## config.mk

```make
export PLATFORM = sky130hd
export DESIGN_NAME = ram_port_ctrl
export DESIGN_NICKNAME = d
export VERILOG_FILES = /design/src/rtl/ram_port_ctrl.sv
export SDC_FILE = /design/constraint.sdc
export NUM_CORES = 1
export LEC_CHECK = 0
export ABC_AREA = 1
export CAP_MARGIN = 0
export CORE_MARGIN = 5
export CORE_UTILIZATION = 41
export CTS_BUF_LIST = sky130_fd_sc_hd__clkbuf_4
export CTS_CLUSTER_DIAMETER = 30
export DETAILED_ROUTE_END_ITERATION = 8
export DONT_BUFFER_PORTS = 1
export PLACE_DENSITY = 0.53
export SYNTH_ARGS = -nofsm -noshare
export SYNTH_HDL_FRONTEND = slang
export SYNTH_SLANG_ARGS = --single-unit
```

## constraint.sdc

```tcl
create_clock -name clk -period 1.5 [get_ports clk]
set_input_delay 0.3 -clock clk [delete_from_list [all_inputs] [get_ports clk]]
set_output_delay 0.3 -clock clk [all_outputs]
set_load 0.01 [all_outputs]
```

## src/rtl/ram_port_ctrl.sv

```systemverilog
// ram_port_ctrl: initiator for a single-port synchronous data RAM.
// After reset it fills every word with INIT_VAL. It then serves core
// loads and stores over valid/ready. Load data comes back on a
// registered response channel that hides the RAM's one-cycle read latency.
module ram_port_ctrl #(
  parameter int                ADDR_W   = 8,
  parameter int                DATA_W   = 16,
  parameter bit                INIT_EN  = 1'b1,
  parameter logic [DATA_W-1:0] INIT_VAL = '0
) (
  input  logic              clk,
  input  logic              rst_n,
  // core request channel
  input  logic              req_valid,
  output logic              req_ready,
  input  logic              req_we,
  input  logic [ADDR_W-1:0] req_addr,
  input  logic [DATA_W-1:0] req_wdata,
  // core load-response channel
  output logic              rsp_valid,
  input  logic              rsp_ready,
  output logic [DATA_W-1:0] rsp_rdata,
  // status
  output logic              init_done,
  // RAM port
  output logic              ram_we,
  output logic [ADDR_W-1:0] ram_addr,
  output logic [DATA_W-1:0] ram_din,
  input  logic [DATA_W-1:0] ram_dout
);

  typedef enum logic [2:0] {
    ST_INIT,
    ST_IDLE,
    ST_RD_ISSUE,
    ST_RD_DATA,
    ST_RSP
  } state_t;

  // The sweep counter has one extra bit, so it can count past the last
  // address without wrapping back to 0.
  localparam logic [ADDR_W:0] SWEEP_END = {1'b1, {ADDR_W{1'b0}}};
  localparam logic [ADDR_W:0] CNT_ONE   = {{ADDR_W{1'b0}}, 1'b1};

  state_t            state_q;
  logic [ADDR_W:0]   cnt_q;
  logic              ram_we_q;
  logic [ADDR_W-1:0] ram_addr_q;
  logic [DATA_W-1:0] ram_din_q;
  logic              rsp_valid_q;
  logic [DATA_W-1:0] rsp_rdata_q;
  logic              init_done_q;
  logic              accept_d;

  // Ready depends only on state. It does not depend on req_valid.
  assign req_ready = (state_q == ST_IDLE) && init_done_q;
  assign accept_d  = req_valid && req_ready;

  assign ram_we    = ram_we_q;
  assign ram_addr  = ram_addr_q;
  assign ram_din   = ram_din_q;
  assign rsp_valid = rsp_valid_q;
  assign rsp_rdata = rsp_rdata_q;
  assign init_done = init_done_q;

  // Main controller FSM. All outputs are registered here.
  always_ff @(posedge clk) begin
    if (!rst_n) begin
      state_q     <= INIT_EN ? ST_INIT : ST_IDLE;
      cnt_q       <= '0;
      ram_we_q    <= 1'b0;
      ram_addr_q  <= '0;
      ram_din_q   <= '0;
      rsp_valid_q <= 1'b0;
      rsp_rdata_q <= '0;
      init_done_q <= 1'b0;
    end else begin
      case (state_q)
        ST_INIT: begin
          // One word per cycle. Requests are ignored because req_ready is low.
          if (cnt_q != SWEEP_END) begin
            ram_we_q   <= 1'b1;
            ram_addr_q <= cnt_q[ADDR_W-1:0];
            ram_din_q  <= INIT_VAL;
            cnt_q      <= cnt_q + CNT_ONE;
          end else begin
            ram_we_q    <= 1'b0;
            init_done_q <= 1'b1;
            state_q     <= ST_IDLE;
          end
        end

        ST_IDLE: begin
          if (!init_done_q) begin
            // Sweep disabled: the first cycle out of reset opens the port.
            ram_we_q    <= 1'b0;
            init_done_q <= 1'b1;
          end else if (accept_d && req_we) begin
            // Stores stay in IDLE, so they stream at one per cycle.
            ram_we_q   <= 1'b1;
            ram_addr_q <= req_addr;
            ram_din_q  <= req_wdata;
          end else if (accept_d) begin
            ram_we_q   <= 1'b0;
            ram_addr_q <= req_addr;
            state_q    <= ST_RD_ISSUE;
          end else begin
            ram_we_q <= 1'b0;
          end
        end

        ST_RD_ISSUE: begin
          // The RAM samples ram_addr on this edge.
          state_q <= ST_RD_DATA;
        end

        ST_RD_DATA: begin
          // ram_dout now holds the word addressed at the previous edge.
          rsp_rdata_q <= ram_dout;
          rsp_valid_q <= 1'b1;
          state_q     <= ST_RSP;
        end

        ST_RSP: begin
          // Hold the response until the core takes it.
          if (rsp_ready) begin
            rsp_valid_q <= 1'b0;
            state_q     <= ST_IDLE;
          end
        end

        default: begin
          ram_we_q    <= 1'b0;
          rsp_valid_q <= 1'b0;
          state_q     <= ST_IDLE;
        end
      endcase
    end
  end

endmodule

```

=== After elaboration in Yosys (flattened, before gate mapping) ===
Index checks and enable logic that the tools add are counted.

* Bits in registers: 55
* Bits in latches: 0
* RAM bits: 0
* ROM bits: 0
* Bits of input ports: 45
* Output and inout port bits: 44
* Logic and storage cells: 59
* Memories: 0

* Add/sub/neg operators: 1
* Multiply operators: 0
* Divide/modulo/power cells: 0
* Magnitude comparators: 0
* Equality and inequality tests: 13
* Shift-type cells: 0
* Muxes and demuxes: 23
* Bitwise gates (word level): 1
* Reductions and logical operators: 13

{| class="wikitable"
|+ Operator list
! kind !! count
|-
| $mux W16 || 3
|-
| $mux W8 || 4
|-
| $pmux W16 S2 || 1
|-
| $pmux W8 S2 || 1
|-
| $mux W3 || 5
|-
| $pmux W3 S5 || 1
|-
| $ne A2 B2 Y1 const B || 6
|-
| $add A9 B1 Y9 const B || 1
|-
| $ne A9 B9 Y1 const B || 1
|-
| $reduce_and A4 Y1 || 2
|-
| $eq A3 B2 Y1 const B || 2
|-
| $pmux W1 S3 || 2
|-
| $reduce_and A2 Y1 || 3
|-
| $reduce_or A3 Y1 || 2
|-
| $mux W1 || 5
|-
| $reduce_and A5 Y1 || 1
|-
| $eq A3 B1 Y1 const B || 1
|-
| $eq A3 B3 Y1 const B || 1
|-
| $logic_and A1 B1 Y1 || 3
|-
| $logic_not A3 Y1 || 1
|-
| $ne A3 B2 Y1 const B || 1
|-
| $ne A2 B1 Y1 const B || 1
|-
| $pmux W1 S2 || 1
|-
| $reduce_bool A2 Y1 || 1
|-
| $not A1 Y1 || 1
|}

=== Logic depth before layout (Yosys ltp) ===
* Depth in word-level cells: 7
* Gate-level depth with buffers: 11
* Depth with buffers taken out: 10

=== Worst setup path before layout ===
Ideal clock, no wire load.

* Path kind: register to register
* Start point: reg cnt_q[0]
* End point: reg ram_we_q, in the netlist ram_we
* Setup time: 0.115 ns
* Arrival: 1.207 ns
* Required time: 1.385 ns
* Path slack: 0.178 ns
* Stages on the path, launching flop included: 11
* Period minus slack after synthesis: 1.322 ns
* Cells stage by stage: dfxtp_1 -> inv_1 -> ha_1 -> nand2_1 -> nor2_1 -> nand2_1 -> nand2_4 -> nand2_4 -> buf_6 -> o21ai_0 -> inv_1

* Longest elaborated chain between the ends: 3

{| class="wikitable"
|+ RTL lines
! item !! line !! RTL
|-
| from (decl) || 46 || <nowiki>logic [ADDR_W:0] cnt_q;</nowiki>
|-
| from (signal assigned) || 85 || <nowiki>cnt_q <= cnt_q + CNT_ONE;</nowiki>
|-
| $ne A9 B9 Y1 || 81 || <nowiki>if (cnt_q != SWEEP_END) begin</nowiki>
|-
| $mux W1 || 81 ||
|-
| $pmux W1 S3 || 78 || <nowiki>case (state_q)</nowiki>
|-
| to (signal assigned) || 82 || <nowiki>ram_we_q <= 1'b1;</nowiki>
|-
| to (signal assigned) || 87 || <nowiki>ram_we_q <= 1'b0;</nowiki>
|-
| to (signal assigned) || 96 || <nowiki>ram_we_q <= 1'b0;</nowiki>
|-
| to (decl) || 47 || <nowiki>logic ram_we_q;</nowiki>
|}

No other way between the ends.
A chain may end at the register's enable or synchronous reset.

=== Final worst setup path ===
* Start point: reg state_q[1]
* End point: out req_ready

* Longest elaborated chain between the ends: 2

{| class="wikitable"
|+ RTL lines
! item !! line !! RTL
|-
| from (decl) || 45 || <nowiki>state_t state_q;</nowiki>
|-
| from (signal assigned) || 69 || <nowiki>state_q <= INIT_EN ? ST_INIT : ST_IDLE;</nowiki>
|-
| $eq A3 B1 Y1 || 56 || <nowiki>assign req_ready = (state_q == ST_IDLE) && init_done_q;</nowiki>
|-
| $logic_and A1 B1 Y1 || 56 ||
|-
| to (decl) || 15 || <nowiki>output logic req_ready,</nowiki>
|}

No other way between the ends.

==> metrics.txt <==
# TYPE chip_impl_metric gauge
chip_impl_metric{name="areaGrowthSynthToFinish",unit="%"} 18.0
chip_impl_info{name="clock_tree_from_tritoncts",value="done"} 1
chip_impl_metric{name="pre_cts_ws",unit="ps"} 58.9
chip_impl_metric{name="transition_at_the_pin_with_the_smallest_max_transition_slack",unit="ps"} 369
chip_impl_metric{name="remaining_drc_errors",unit=""} 0
chip_impl_metric{name="headroom_to_the_max_slew_limit",unit=""} 0.753
chip_impl_metric{name="die_area",unit="mm²"} 0.00746
chip_impl_metric{name="critical_path.max_fanout",unit=""} 3
chip_impl_metric{name="grt_start_max_net_pins",unit=""} 24
chip_impl_metric{name="count_of_flip_flops_with_a_built_in_enable_after_synthesis",unit=""} 0
chip_impl_metric{name="i_o_buffers",unit=""} 0
chip_impl_metric{name="final_core_utilization",unit=""} 0.506
chip_impl_info{name="critical_path_class",value="register to output port"} 1
chip_impl_metric{name="cp_data_required_time",unit="ps"} 1200
chip_impl_metric{name="route.vias.total",unit=""} 2170
chip_impl_metric{name="netlist_area",unit="mm²"} 0.00239
chip_impl_metric{name="htree_levels",unit=""} 2
chip_impl_metric{name="power.density",unit="mW/mm²"} 1170
chip_impl_metric{name="flop_and_latch_count_out_of_synthesis",unit=""} 55
chip_impl_metric{name="grt.overflow.total",unit=""} 0
chip_impl_metric{name="finalCritPeriodShare",unit=""} 0.946
chip_impl_metric{name="ys.warnings.count",unit=""} 0
chip_impl_metric{name="initial_utilization",unit=""} 0.429
chip_impl_metric{name="rows",unit=""} 27
chip_impl_metric{name="netlist_instances",unit=""} 326
chip_impl_metric{name="synth_largest_type_area_fraction",unit=""} 0.460
chip_impl_metric{name="insertion_delay_to_the_later_sink_of_the_worst_skew_pair",unit="ps"} 390
chip_impl_info{name="yosys-top-cells-area",value="dfxtp_1, nand3_1, nand2_1"} 1
chip_impl_metric{name="synth.lib_cells_used.distinct",unit=""} 22
chip_impl_metric{name="synth_async_sr_flop_share",unit=""} 0
chip_impl_info{name="timing.hold.worst.class",value="input port to register"} 1
chip_impl_metric{name="cts_buffers",unit=""} 5
chip_impl_metric{name="dieWidth",unit="µm"} 86.4
chip_impl_metric{name="dieHeight",unit="µm"} 86.4
chip_impl_metric{name="final-max-slew-violation-count",unit=""} 0
chip_impl_metric{name="nNetsFinal",unit=""} 391
chip_impl_metric{name="antenna_violating_nets_post_route",unit=""} 0
chip_impl_metric{name="insertedDiodeCount",unit=""} 0
chip_impl_metric{name="drt-wirelength-per-cell",unit="µm"} 15.1
chip_impl_metric{name="setup_violations",unit=""} 0
chip_impl_info{name="timing.critical_path.to_type",value="output port"} 1
chip_impl_metric{name="drt_wl_total",unit="µm"} 6310
chip_impl_metric{name="detail_route.vias_per_cell",unit=""} 5.20
chip_impl_info{name="setup.worst_path.start_class",value="register"} 1
chip_impl_info{name="top_cell_family_by_delay_on_the_critical_path",value="flip-flops"} 1
chip_impl_metric{name="period_needed",unit="ps"} 1420
chip_impl_metric{name="net_count_after_synthesis",unit=""} 373
chip_impl_info{name="timing.critical_path.slowest_stage_cell",value="dfxtp_1"} 1
chip_impl_metric{name="post-route-worst-setup-slack",unit="ps"} 80.5
chip_impl_metric{name="cts.path.max_buffers",unit=""} 2
chip_impl_metric{name="cp_slowest_stage_delay",unit="ps"} 380
chip_impl_metric{name="clkSlewWorstSetupHoldPaths",unit="ps"} 150
chip_impl_info{name="critical_path.cell_chain",value="nor2_4 > nand2_2 > nor2_4"} 1
chip_impl_metric{name="drive_gt1_frac",unit=""} 0.191
chip_impl_metric{name="path_buf_inv",unit=""} 0
chip_impl_metric{name="gp_congestion",unit=""} 0.847
chip_impl_metric{name="grt_first_pass_wirelength",unit="µm"} 9780
chip_impl_info{name="cpMostUsedCell",value="nor2_4"} 1
chip_impl_metric{name="crit_arrival",unit="ps"} 1120
chip_impl_metric{name="dp.final_hpwl",unit="µm"} 4340
chip_impl_metric{name="ir_drop",unit="V"} 0.000468
chip_impl_metric{name="cts.sink_count",unit=""} 55
chip_impl_info{name="synth_top_flop_cell",value="dfxtp_1"} 1
chip_impl_metric{name="detailedRoute.firstPassIterationCount",unit=""} 4
chip_impl_metric{name="synthesis.area_per_instance",unit="µm²"} 7.33
chip_impl_metric{name="grt_antenna_before_repair",unit=""} 0
chip_impl_metric{name="post_layout_instance_area",unit="mm²"} 0.00282
chip_impl_metric{name="core-area",unit="mm²"} 0.00557
chip_impl_metric{name="grt_util_all_layers",unit=""} 0.162
chip_impl_metric{name="num_io_pins",unit=""} 89
chip_impl_info{name="synthMostInstantiatedCell",value="nand2_1"} 1
chip_impl_metric{name="dpl_cell_area",unit="mm²"} 0.00255
chip_impl_info{name="outcome",value="finished clean"} 1
chip_impl_info{name="clockRootBuffer",value="clkbuf_4"} 1
chip_impl_metric{name="fin_worst_skew",unit="ps"} 21.6
chip_impl_metric{name="seq_area_frac_synth",unit=""} 0.460
chip_impl_info{name="rsz0062_at_grt",value="yes"} 1
chip_impl_metric{name="drtIter0Drc",unit=""} 118
chip_impl_metric{name="fmax",unit="GHz"} 0.704
chip_impl_metric{name="cellLeakagePower",unit="nW"} 1.08
chip_impl_metric{name="number_of_global_route_vias_before_repair",unit=""} 2068
chip_impl_info{name="synth_common_cells",value="nand2_1, dfxtp_1, nand3_1, nor2_1, a21oi_1"} 1
chip_impl_metric{name="final_hold_viol_count",unit=""} 0
chip_impl_metric{name="timing.max_cap.violations",unit=""} 0
chip_impl_info{name="synth_top_area_cell",value="dfxtp_1"} 1
cells by family (layout without fill, tap and decap cells):
kind of cell / after synthesis / count (layout) / share of synthesized area
buffers and inverters: 43 / 61 / 0.0827
and+or+nand+nor: 158 / 159 / 0.300
AOI/OAI and AO/OA: 66 / 66 / 0.139
adders and majority gates: 2 / 2 / 0.0105
xor gates and xnor gates: 2 / 2 / 0.00733
DFF: 55 / 55 / 0.460
metal layers:
| metal | up-vias | share of wire | global-route usage |
|---|---|---|---|
| met2 | 84 | 0.47 | 0.268 |
| met3 | 10 | 0.096 | 0.0608 |
| li1 | 1106 | - | - |
| met1 | 970 | 0.42 | 0.201 |
| met5 | - | 0 | 0 |
| met4 | 0 | 0.012 | 0.0382 |
per-stage QoR:
step / std cells / power [mW] / hold slack (ps) / setup TNS, ps
6_report: 417 / 3.31 / 27.0 / 0
5_1_grt: 417 / 3.52 / 6.07 / -55.9
4_1_cts: 409 / 3.11 / 9.44 / 0
3_5_place_dp: 400 / 2.45 / 428 / 0
3_3_place_gp: 400 / 2.44 / 427 / 0
2_1_floorplan: 326 / 2.21 / 435 / 0
final cells by class:
type,count,area (µm²)
Sequential cell,55,1100
Multi-Input combinational cell,229,1180
Clock inverter,3,17.5
Timing Repair Buffer,27,289
Fill cell,563,2750
Inverter,26,100
Tap cell,72,90.1
Clock buffer,5,37.5
flip-flops by register name (all words and copies together) (netlist names):
register   flops
ram_din       16
rsp_rdata     16
cnt_q          9
ram_addr       8
state_q        3
init_done      1
ram_we         1
rsp_valid      1
final timing paths:
kind,from,to,slack [ps],cells after the start
worst max register to register,cnt_q[7],ram_din[4],100,9
worst min-delay path,rst_n,cnt_q[4],30,2
worst max-delay path,state_q[1],req_ready,80,3
worst min register to register,cnt_q[6],cnt_q[6],500,2
where the power goes:
group	switching [mW]	internal, mW	leakage [nW]	total (mW)
Clock	0.476	0.182	0.0330	0.659
Sequential	0.114	1.57	0.446	1.69
Combinational	0.538	0.426	0.600	0.964
Total	1.13	2.18	1.08	3.31
worst reg2reg max path, stage by stage (launching register included):
cell and delay [ps]:
dfxtp_1 370, inv_1 110, nand2_1 80, nor2_1 110, nand2_1 90, nand2_4 110
buf_6 140, clkbuf_16 140, nand3_1 60, a21oi_1 140
placed cells by master, fill, tap and decap left out, drive strengths merged:
master | synthesis | routed
dlygate4sd3 | 0 | 1
inv | 26 | 27
nor2 | 44 | 44
buf | 11 | 24
xor2 | 2 | 2
nor3 | 4 | 4
nand4 | 5 | 5
ha | 2 | 2
clkbuf | 6 | 7
o21ai | 31 | 31
a21oi | 34 | 34
a21boi | 1 | 1
nand3 | 45 | 45
dfxtp | 55 | 55
nand2 | 60 | 61
clkinv | 0 | 2
what timing repair did:
item	4_1_cts	5_1_grt
gates resized for setup	3	27
pin swaps	1	17
buffers inserted	1	4
setup endpoints to repair	1	35
endpoints found under the hold margin	0	2
hold buffers	0	1
cloned	0	3
No activity file was read; power rests on OpenSTA's default activity.
